## src/rtl/uart_tx_port_bridge_if.sv

```systemverilog
// Port-level bundle between a core output/input register pair and the UART bridge.
// The master is the core side; the slave is the bridge.
interface uart_tx_port_bridge_if;
  logic [31:0] txCommand;
  logic [31:0] txStatus;
  logic        txSerial;

  modport master (output txCommand, input txStatus, input txSerial);
  modport slave  (input txCommand, output txStatus, output txSerial);
endinterface

```

## src/rtl/uart_tx_port_bridge.sv

```systemverilog
// 8N1 UART transmitter driven by a toggle handshake over plain level ports.
// A request is pending whenever the command toggle differs from the ack toggle.
module uart_tx_port_bridge #(
  parameter int CLKS_PER_BIT = 434
) (
  input  logic                  clock,
  input  logic                  reset,
  uart_tx_port_bridge_if.slave  bus
);

  generate
    if (CLKS_PER_BIT < 2 || CLKS_PER_BIT > 65535) begin : gBadClksPerBit
      $error("uart_tx_port_bridge: CLKS_PER_BIT must be within 2..65535");
    end
  endgenerate

  localparam int              BAUD_W    = $clog2(CLKS_PER_BIT);
  localparam logic [BAUD_W-1:0] BAUD_LAST = BAUD_W'(CLKS_PER_BIT - 1);

  typedef enum logic [1:0] {
    IDLE  = 2'd0,
    START = 2'd1,
    DATA  = 2'd2,
    STOP  = 2'd3
  } txState_e;

  txState_e          stateReg,    stateNext;
  logic [BAUD_W-1:0] baudReg,     baudNext;
  logic [2:0]        bitIndexReg, bitIndexNext;
  logic [7:0]        shiftReg,    shiftNext;
  logic [7:0]        lastByteReg, lastByteNext;
  logic [7:0]        countReg,    countNext;
  logic              ackReg,      ackNext;
  logic              busyReg,     busyNext;
  logic              serialReg,   serialNext;

  logic       requestPending;
  logic       baudDone;
  logic [2:0] bitIndexInc;
  logic       unusedCmdBits;

  assign requestPending = (bus.txCommand[31] != ackReg);
  assign baudDone       = (baudReg == BAUD_LAST);
  assign bitIndexInc    = bitIndexReg + 3'd1;
  // Command bits 30:8 are reserved on the core port and deliberately ignored.
  assign unusedCmdBits  = ^bus.txCommand[30:8];

  always_ff @(posedge clock or posedge reset) begin
    if (reset) begin
      stateReg    <= IDLE;
      baudReg     <= '0;
      bitIndexReg <= 3'd0;
      shiftReg    <= 8'd0;
      lastByteReg <= 8'd0;
      countReg    <= 8'd0;
      ackReg      <= 1'b0;
      busyReg     <= 1'b0;
      serialReg   <= 1'b1;
    end else begin
      stateReg    <= stateNext;
      baudReg     <= baudNext;
      bitIndexReg <= bitIndexNext;
      shiftReg    <= shiftNext;
      lastByteReg <= lastByteNext;
      countReg    <= countNext;
      ackReg      <= ackNext;
      busyReg     <= busyNext;
      serialReg   <= serialNext;
    end
  end

  // Line level is registered alongside the state so every bit, including the
  // start bit, lasts exactly CLKS_PER_BIT cycles from the edge that enters it.
  always_comb begin
    stateNext    = stateReg;
    baudNext     = baudReg;
    bitIndexNext = bitIndexReg;
    shiftNext    = shiftReg;
    lastByteNext = lastByteReg;
    countNext    = countReg;
    ackNext      = ackReg;
    busyNext     = busyReg;
    serialNext   = serialReg;

    unique case (stateReg)
      IDLE: begin
        serialNext = 1'b1;
        busyNext   = 1'b0;
        if (requestPending) begin
          stateNext    = START;
          ackNext      = ~ackReg;
          shiftNext    = bus.txCommand[7:0];
          lastByteNext = bus.txCommand[7:0];
          serialNext   = 1'b0;
          baudNext     = '0;
          busyNext     = 1'b1;
        end
      end

      START: begin
        if (baudDone) begin
          stateNext    = DATA;
          baudNext     = '0;
          bitIndexNext = 3'd0;
          serialNext   = shiftReg[0];
        end else begin
          baudNext = baudReg + BAUD_W'(1);
        end
      end

      DATA: begin
        if (baudDone) begin
          baudNext = '0;
          if (bitIndexReg == 3'd7) begin
            stateNext  = STOP;
            serialNext = 1'b1;
          end else begin
            bitIndexNext = bitIndexInc;
            serialNext   = shiftReg[bitIndexInc];
          end
        end else begin
          baudNext = baudReg + BAUD_W'(1);
        end
      end

      STOP: begin
        if (baudDone) begin
          stateNext  = IDLE;
          baudNext   = '0;
          countNext  = countReg + 8'd1;
          busyNext   = 1'b0;
          serialNext = 1'b1;
        end else begin
          baudNext = baudReg + BAUD_W'(1);
        end
      end

      default: begin
        stateNext  = IDLE;
        busyNext   = 1'b0;
        serialNext = 1'b1;
      end
    endcase
  end

  assign bus.txSerial = serialReg;
  assign bus.txStatus = {ackReg, busyReg, 6'd0, countReg, 8'd0, lastByteReg};

endmodule

```

## src/flat_wrapper.sv

```systemverilog
// flat-port wrapper written by rule: the top's interface ports become plain ports
module uart_tx_port_bridge_flat 
#(
  parameter int CLKS_PER_BIT = 434
)
  (clock, reset, bus_txCommand, bus_txStatus, bus_txSerial);
  uart_tx_port_bridge_if bus_i ();
  input  logic clock;
  input  logic reset;
  input wire logic [$bits(bus_i.txCommand)-1:0] bus_txCommand;
  output wire logic [$bits(bus_i.txStatus)-1:0] bus_txStatus;
  output wire logic [$bits(bus_i.txSerial)-1:0] bus_txSerial;
  assign bus_i.txCommand = bus_txCommand;
  assign bus_txStatus = bus_i.txStatus;
  assign bus_txSerial = bus_i.txSerial;
  uart_tx_port_bridge #(.CLKS_PER_BIT(CLKS_PER_BIT)) u_core (.clock(clock), .reset(reset), .bus(bus_i));
endmodule
```

## config.mk

```make
export PLATFORM = sky130hd
export DESIGN_NAME = uart_tx_port_bridge_flat
export DESIGN_NICKNAME = d
export VERILOG_FILES = /design/src/rtl/uart_tx_port_bridge_if.sv /design/src/rtl/uart_tx_port_bridge.sv /design/src/flat_wrapper.sv
export SDC_FILE = /design/constraint.sdc
export NUM_CORES = 1
export LEC_CHECK = 0
export CELL_PAD_IN_SITES_DETAIL_PLACEMENT = 1
export CELL_PAD_IN_SITES_GLOBAL_PLACEMENT = 1
export CORE_ASPECT_RATIO = 0.6
export CORE_MARGIN = 2
export CORE_UTILIZATION = 36
export CTS_BUF_LIST = sky130_fd_sc_hd__clkbuf_8
export CTS_CLUSTER_SIZE = 24
export DETAILED_ROUTE_END_ITERATION = 10
export PLACE_DENSITY_LB_ADDON = 0.1
export SYNTH_ARGS = -nofsm -noshare
export SYNTH_HDL_FRONTEND = slang
export SYNTH_SLANG_ARGS = --single-unit
export TNS_END_PERCENT = 20
```

## constraint.sdc

```tcl
create_clock -name clock -period 2.2 [get_ports clock]
set_input_delay 0.33 -clock clock [delete_from_list [all_inputs] [get_ports clock]]
set_output_delay 0.33 -clock clock [all_outputs]
set_load 0.02 [all_outputs]
```

## Word level (Yosys, flattened, before mapping)

Index checks and enable logic that the tools add are counted.

| word-level totals | value |
|---|---|
| bits in registers | 33 |
| input port bits | 34 |
| output and inout port bits | 33 |
| logic and storage cells | 59 |

| operators by class | value |
|---|---|
| $lt $le $gt $ge | 1 |
| mux-type cells | 24 |
| reduce and logical (&&, ||, !) cells | 10 |
| equal/unequal tests | 12 |
| add/sub/neg operators | 3 |
| bitwise gates (word level) | 1 |

Operators by type and width:

| kind | number |
|---|---|
| $mux W9 | 2 |
| $pmux W9 S2 | 1 |
| $mux W2 | 5 |
| $ne A2 B1 Y1 const B | 5 |
| $add A9 B1 Y9 const B | 1 |
| $eq A9 B9 Y1 const B | 1 |
| $mux W3 | 3 |
| $add A8 B1 Y8 const B | 1 |
| $mux W1 | 8 |
| $pmux W2 S4 | 1 |
| $pmux W3 S2 | 1 |
| $reduce_and A2 Y1 | 3 |
| $reduce_and A5 Y1 | 1 |
| $eq A2 B2 Y1 const B | 2 |
| $lt A3 B4 Y1 const B | 1 |
| $pmux W1 S4 | 1 |
| $reduce_and A4 Y1 | 1 |
| $reduce_bool A2 Y1 | 2 |
| $add A3 B1 Y3 const B | 1 |
| $bmux W1 S3 | 1 |
| $eq A3 B3 Y1 const B | 1 |
| $reduce_and A3 Y1 | 1 |
| $reduce_or A3 Y1 | 1 |
| $eq A2 B1 Y1 const B | 1 |
| 5 further kinds | 5 |

## Logic depth before layout (Yosys ltp)

Gate-level depths: netlist (run 1).

| depth | value |
|---|---|
| depth after elaboration | 6 |
| depth in mapped cells | 6 |
| depth with buffers taken out | 6 |

## Worst setup path after synthesis (run 1)

No wires, ideal clock.

| timing path | value |
|---|---|
| kind | reg-to-reg |
| start point | register u_core.bitIndexReg[0] |
| end point | register u_core.serialReg, in the netlist u_core.bus.txSerial |
| clock period less this slack | 1.846 ns |
| slack | 0.354 ns |
| required time | 2.110 ns |
| arrival | 1.756 ns |
| path buffers | 0 |
| cell stages (with the launch flop) | 7 |
| library setup time | 0.090 ns |
| path through | dfrtp_1 ha_1 ha_1 mux4_2 nand2b_1 o211ai_1 a31oi_1 |

| between the ends | value |
|---|---|
| cells in the longest elaborated chain, start to end | 6 |
| elaborated cells on any way between the ends | 7 |
| classes of those cells | 1 x add/sub; 1 x eq/ne; 5 x mux |

RTL lines:

| what | line | text |
|---|---|---|
| start, declared | uart_tx_port_bridge.sv:29 | `logic [2:0] bitIndexReg, bitIndexNext;` |
| start signal, assigned | uart_tx_port_bridge.sv:62 | `bitIndexReg <= bitIndexNext;` |
| $add A3 B1 Y3 | uart_tx_port_bridge.sv:44 | `assign bitIndexInc = bitIndexReg + 3'd1;` |
| $bmux W1 S3 | uart_tx_port_bridge.sv:119 | `serialNext = shiftReg[bitIndexInc];` |
| $mux W1 (not written as such) | uart_tx_port_bridge.sv:119 |  |
| $mux W1 (*) | uart_tx_port_bridge.sv:114 | `if (bitIndexReg == 3'd7) begin` |
| $mux W1 (*) | uart_tx_port_bridge.sv:112 | `if (baudDone) begin` |
| $pmux W1 S4 (*) | uart_tx_port_bridge.sv:85 | `unique case (stateReg)` |
| end signal, assigned | uart_tx_port_bridge.sv:68 | `serialReg <= serialNext;` |
| end, declared | uart_tx_port_bridge.sv:35 | `logic serialReg, serialNext;` |

Every way passes the cells marked *; elsewhere a longest branch is shown, timed or not. The select of a mux whose other input is x is not followed.
A chain may end at the register's enable or synchronous reset.

## Worst setup path after layout (run 1)

Same ends and word-level chain as after synthesis.

==> results of run 1 <==
-- through the flow --
step / hold WS (ns) / utilization / area, sq um
after global routing: 0.483 / 0.460 / 2370
final: 0.445 / 0.460 / 2370
after CTS: 0.464 / 0.460 / 2370
after global placement: 0.462 / 0.437 / 2250
after floorplan: 0.458 / - / 2000
after detailed placement: 0.483 / 0.437 / 2250
-- synth_stat cells (all sizes together) (2+ instances only) --
master / count / area, sq um
xnor2: 13 / 114
nand2: 8 / 30.0
dfrtp: 32 / 801
mux2: 13 / 146
mux2i: 2 / 20.0
a211oi: 2 / 15.0
nand4: 5 / 31.3
ha: 10 / 125
nor3: 2 / 21.3
nand3: 4 / 25.0
or4: 2 / 18.8
a2111oi: 2 / 55.1
buf: 19 / 141
and3: 3 / 18.8
o21ai: 2 / 10.0
inv: 6 / 22.5
nor2: 9 / 41.3
a21oi: 3 / 18.8
a22o: 5 / 43.8
nand2b: 4 / 25.0
-- registers in the layout, indices dropped and copies added, names as in the netlist --
register / cells
u_core.baudReg: 9
u_core.countReg: 8
u_core.lastByteReg: 8
u_core.bitIndexReg: 3
u_core.stateReg: 2
u_core.ackReg: 1
u_core.bus.txSerial: 1
u_core.busyReg: 1
-- per-layer routing --
metal,track usage,vias to the layer above
met2,0.247,35
met4,0.0450,0
met5,0,-
li1,-,623
met3,0.0420,5
met1,0.216,662
-- logic make-up after synthesis --
family | after synthesis | share of synthesized area
other cells | 1 | 0.00192
fa+ha+maj | 10 | 0.0640
simple gates | 41 | 0.142
buf+inv | 26 | 0.0858
flops | 33 | 0.423
compound gates | 24 | 0.124
mux | 16 | 0.0967
xor+xnor | 14 | 0.0627
-- worst max path at each step --
stage / from / slack (ns) / end / cells past startpoint
after floorplan: u_core.bitIndexReg[0] / 0.35 / u_core.bus.txSerial / 6
after global placement: bus_txCommand[31] / 0.14 / u_core.lastByteReg[6] / 4
after detailed placement: bus_txCommand[31] / 0.08 / u_core.lastByteReg[7] / 4
after CTS: u_core.bitIndexReg[0] / 0.1 / u_core.bus.txSerial / 6
after global routing: u_core.bitIndexReg[0] / 0.02 / u_core.bus.txSerial / 6
final: u_core.bitIndexReg[0] / 0.11 / u_core.bus.txSerial / 6
-- layout make-up --
type                       instances  area, sq um  share of cell area
clock inverter                     2         33.8              0.0143
multi-input combinational        119         1010               0.426
sequential                        33          827               0.349
tap                               66         82.6              0.0348
clock buffer                       6         82.6              0.0348
inverter                           6         22.5             0.00950
timing repair buffer              32          313               0.132
-- power by group through the flow --
| stage | Clock, uW | Combinational (uW) | Sequential, uW |
|---|---|---|---|
| after global placement | 0 | 58.8 | 618 |
| after global routing | 643 | 65.7 | 606 |
| after floorplan | 0 | 54.9 | 618 |
| after CTS | 609 | 60.9 | 606 |
| final | 597 | 59.7 | 606 |
| after detailed placement | 0 | 61.2 | 618 |
-- cells in the final DEF (no fill, tap or decap), types with 3 or more instances in the layout --
| master | netlist | final |
|---|---|---|
| nor2_1 | 8 | 8 |
| xnor2_1 | 13 | 13 |
| inv_1 | 6 | 7 |
| and3_1 | 3 | 3 |
| nand4_1 | 5 | 5 |
| conb_1 | 1 | 14 |
| dfrtp_1 | 32 | 32 |
| buf_4 | 16 | 3 |
| ha_1 | 10 | 10 |
| a22o_1 | 5 | 5 |
| nand3_1 | 3 | 3 |
| clkbuf_8 | 0 | 6 |
| nand2_1 | 8 | 8 |
| nand2b_1 | 4 | 4 |
| mux2_2 | 13 | 13 |
| clkdlybuf4s50_1 | 0 | 29 |
-- critical path: cells and delay by family, from the launching register on --
kind | cells | cell delay (ns)
simple gates | 1 | 0.15
fa+ha+maj | 2 | 0.64
flops | 1 | 0.45
compound gates | 2 | 0.24
mux | 1 | 0.52
==> results.py, run 1 <==
metrics = {
    "route": {
        "wl_per_cell_um": 16.3,
        "route.detailed.drc": 0,
        "wirelength_um": 4290,
        "met1_length_um": 2160,
        "vias_per_cell": 5.02,
        "met3WireLength_um": 189,
        "dr.max_layer_used": "met4",
        "final_antenna_net_count": 0,
        "wl_met2_um": 1910,
        "vias": 1325,
        "first_iter_violations": 38,
        "firstDrtPassIters": 4,
    },
    "clocking": {
        "cts_max_level": 2,
        "cts_buffers": 5,
        "cts_setup_buffers": 0,
        "cts_tree": "yes",
        "root_buffer": "clkbuf_8",
        "clk_path_buf_depth": 2,
        "cts_resized": 0,
        "clk_latency_ns": 0.28,
        "postCtsHoldBufs": 0,
        "cts_sinks": 33,
        "cts.reportedPaths.clkPinSlew_ns": 0.07,
    },
    "critical_path": {
        "path_cells": "ha_1, ha_1, mux4_2, nand2b_1, o211ai_1, a31oi_1",
        "cp.required_ns": 2.40,
        "slowest_stage": "mux4_2",
        "timing.rr.start": "u_core.bitIndexReg[0]",
        "crit_top_cell": "ha_1",
        "cp-end-kind": "flip-flop",
        "critPathMaxFanout": 6,
        "startpoint_type": "flip-flop",
        "ff2ff_path_depth": 6,
        "r2r_slack_ns": 0.11,
        "crit_type": "flip-flop to flip-flop",
        "arrival_ns": 2.28,
        "slowest_delay_ns": 0.52,
        "r2r_end": "u_core.bus.txSerial",
    },
    "synthesis": {
        "synth-async-reset-ratio": 1.00,
        "synth-edff-count": 0,
        "ys_ff_latch": 33,
        "synth_area_sq_um": 1950,
        "yosys_most_used_dff": "dfrtp_1",
        "synthCells": 165,
        "synth.avg_cell_area_sq_um": 11.8,
        "yosysUniqueCellTypes": 46,
        "synth_seq_area_share": 0.423,
        "yosys_warnings": 0,
    },
    "power": {
        "intPower_uw": 990,
        "p_per_area_nw_per_um2": 533,
        "power_uw": 1260,
        "leakagePower_uw": 0.00102,
        "swShare": 0.216,
        "vdd_drop_max_uv": 227,
        "power_frac_clock": 0.472,
        "power.share.combinational": 0.047,
        "seqPwrFrac": 0.480,
        "p_switching_uw": 272,
    },
    "sta": {
        "hold_viol": 0,
        "drv_slew": 0,
        "worst_slack_ns": 0.114,
        "fin_crit_ns": 2.09,
        "rsz0062_at_grt": "false",
        "tns_ns": 0,
        "finClkSkew_ns": 0.00443,
        "setup_viol": 0,
        "layout_worst_path_cycle_share": 0.948,
        "clock.fmax_mhz": 479,
    },
    "hold_path": {
        "min_path_type": "primary input to async pin",
    },
    "finish": {
        "fill_cells": 561,
        "diodes": 0,
        "final_cells": 264,
        "drive_gt1_frac": 0.187,
        "syn2layout_area_growth_pct": 21.3,
        "nNetsFinal": 241,
    },
    "run": {
        "drv_cap": 0,
    },
    "die": {
        "io_pins": 67,
        "fp.dieArea_sq_um": 6050,
        "die_h_um": 61.1,
        "core.rowCount": 20,
        "core-area_sq_um": 5150,
        "initial_core_util": 0.379,
        "die-width_um": 99.1,
    },
    "grt": {
        "overflow": 0,
        "grt_pass1_wl_um": 7220,
        "grt_pass1_vias": 1449,
        "grt_max_degree": 34,
        "antenna_found_initial": 0,
        "grt_use_total": 0.156,
    },
    "placement": {
        "io_buffer_count": 29,
        "gp_congestion": 0.738,
        "place_inst": 256,
        "hpwl_um": 3290,
        "pre_cts_slack_ns": 0.0778,
    },
    "status": {
        "status": "completed",
    },
}
No activity file was read; power rests on OpenSTA's default activity.
==> run 2, diff against run 1 <==
Settings changed: CTS_CLUSTER_SIZE 24 to not set.
==> results of run 2 <==
The final DEF is identical to that of run 1; final timing and power are the same.
==> run 3, diff against run 2 <==
Settings changed: CORE_MARGIN 2 to not set, CORE_UTILIZATION 36 to 39, SETUP_SLACK_MARGIN set to 0.3.
Clock period 2.2 ns to 2.4 ns, I/O delays scaled along.
==> run 3 against run 2 <==
Against the previous run: utilization is 4.0 points higher; global-route usage is 3.4 points higher; register-to-register slack better by 0.32 ns; critical endpoint unchanged; sequential cell count unchanged; cell count is 1.5% lower; wire length up 0.77%; largest cell class unchanged; via count grew 0.38%; clock power shrank 30%; first-iteration DRC count is 2.6% higher; non-clock buffer count fell by 1; critical path depth stayed put; worst setup slack better by 0.32 ns.
==> results.py, run 3 (synthesis gave the netlist of run 1 again) <==
metrics = {
    "finish": {
        "fill_cells": 516,
        "diodes": 0,
        "most-common-layout-cells": "dfrtp_1 (31), clkdlybuf4s50_1 (29), conb_1 (14), mux2_2 (13), xnor2_1 (13)",
        "nNetsFinal": 240,
        "reg_top3": "u_core.baudReg x9, u_core.countReg x8, u_core.lastByteReg x8",
        "multi_input_area_sq_um": 1020,
        "regMostFlops": "u_core.baudReg",
        "seqCellArea_sq_um": 828,
        "largest_register_ffs": 9,
        "drive_gt1_frac": 0.198,
        "syn2layout_area_growth_pct": 19.8,
        "layout_commonest_cell": "dfrtp_1",
    },
    "clocking": {
        "clk_path_buf_depth": 2,
        "clk_latency_ns": 0.30,
        "cts_max_level": 2,
        "cts_sinks": 33,
        "cts_resized": 0,
        "cts.reportedPaths.clkPinSlew_ns": 0.07,
        "postCtsHoldBufs": 0,
        "root_buffer": "clkbuf_8",
        "cts_setup_buffers": 0,
        "cts_tree": "yes",
        "cts_buffers": 5,
    },
    "die": {
        "io_pins": 67,
        "fp.dieArea_sq_um": 5310,
        "die_h_um": 56.8,
        "core-area_sq_um": 4680,
        "die-width_um": 93.4,
        "initial_core_util": 0.417,
        "core.rowCount": 19,
    },
    "grt": {
        "grt_pass1_vias": 1470,
        "antenna_found_initial": 0,
        "grt_use_total": 0.190,
        "grt_max_degree": 34,
        "grt_pass1_wl_um": 7460,
        "overflow": 0,
    },
    "power": {
        "p_per_area_nw_per_um2": 438,
        "vdd_drop_max_uv": 259,
        "leakagePower_uw": 0.000992,
    },
    "critical_path": {
        "ff2ff_path_depth": 6,
        "crit_type": "flip-flop to flip-flop",
        "startpoint_type": "flip-flop",
        "cp-end-kind": "flip-flop",
        "cp.required_ns": 2.61,
        "arrival_ns": 2.17,
        "critPathMaxFanout": 6,
        "timing.rr.start": "u_core.bitIndexReg[0]",
        "r2r_end": "u_core.bus.txSerial",
        "r2r_slack_ns": 0.43,
    },
    "route": {
        "vias_per_cell": 5.12,
        "vias": 1330,
        "route.detailed.drc": 0,
        "firstDrtPassIters": 4,
        "first_iter_violations": 39,
        "wirelength_um": 4330,
        "final_antenna_net_count": 0,
        "wl_per_cell_um": 16.6,
    },
    "sta": {
        "finClkSkew_ns": 0.00630,
        "setup_viol": 0,
        "drv_slew": 0,
        "maxSlewHeadroom": 0.631,
        "fin_crit_ns": 1.97,
        "tns_ns": 0,
        "clock.fmax_mhz": 508,
        "worst_hold_slack_ns": 0.475,
        "tightest_slew_ns": 0.554,
        "rsz0062_at_grt": "false",
        "hold_viol": 0,
        "layout_worst_path_cycle_share": 0.820,
    },
    "run": {
        "drv_cap": 0,
    },
    "placement": {
        "io_buffer_count": 29,
        "gp_congestion": 0.729,
        "hpwl_um": 3300,
    },
    "hold_path": {
        "min_path_type": "primary input to async pin",
    },
    "status": {
        "status": "completed",
    },
}
-- run 3: final cells by class --
cell class,count,share of cell area
multi-input combinational,119,0.436
sequential,33,0.354
timing repair buffer,31,0.130
tap,63,0.0337
clock buffer,5,0.0294
inverter,6,0.00962
clock inverter,3,0.00748
-- run 3: worst max path at each step --
| stage | start | endpoint | slack (ns) | cells after the start |
|---|---|---|---|---|
| global placement | bus_txCommand[31] | u_core.lastByteReg[4] | 0.32 | 4 |
| floorplan | u_core.bitIndexReg[0] | u_core.bus.txSerial | 0.55 | 6 |
| CTS | u_core.bitIndexReg[0] | u_core.bus.txSerial | 0.31 | 6 |
| detailed placement | bus_txCommand[31] | u_core.lastByteReg[2] | 0.31 | 4 |
| finish | u_core.bitIndexReg[0] | u_core.bus.txSerial | 0.43 | 6 |
| global route | u_core.stateReg[0] | u_core.lastByteReg[2] | 0.34 | 4 |
-- run 3: report_power, final --
group	switching [uW]	internal (uW)
combinational	36.9	17.4
clock	216	200
sequential	0	556
-- run 3: critical path: stages (launching register included) --
cell and delay (ns):
dfrtp_2 0.46, ha_1 0.25, ha_4 0.32, mux4_2 0.48, nand2b_1 0.15, o211ai_1 0.10, a31oi_1 0.12
-- run 3: per-stage QoR --
step / area [sq um] / setup WS, ns / std cells / utilization / power (uW)
3_5_place_dp: 2240 / 0.306 / 252 / 0.479 / 622
4_1_cts: 2330 / 0.306 / 260 / 0.497 / 1050
6_report: 2340 / 0.432 / 260 / 0.500 / 1030
3_3_place_gp: 2240 / 0.321 / 252 / 0.479 / 620
5_1_grt: 2340 / 0.336 / 260 / 0.500 / 1080
2_1_floorplan: 2000 / 0.554 / 178 / - / 617
-- run 3: metal layers --
layer	global-route usage	routed length [um]
met1	0.256	2070
met5	0	0
met4	0.0725	73
met3	0.0528	204
met2	0.291	1980
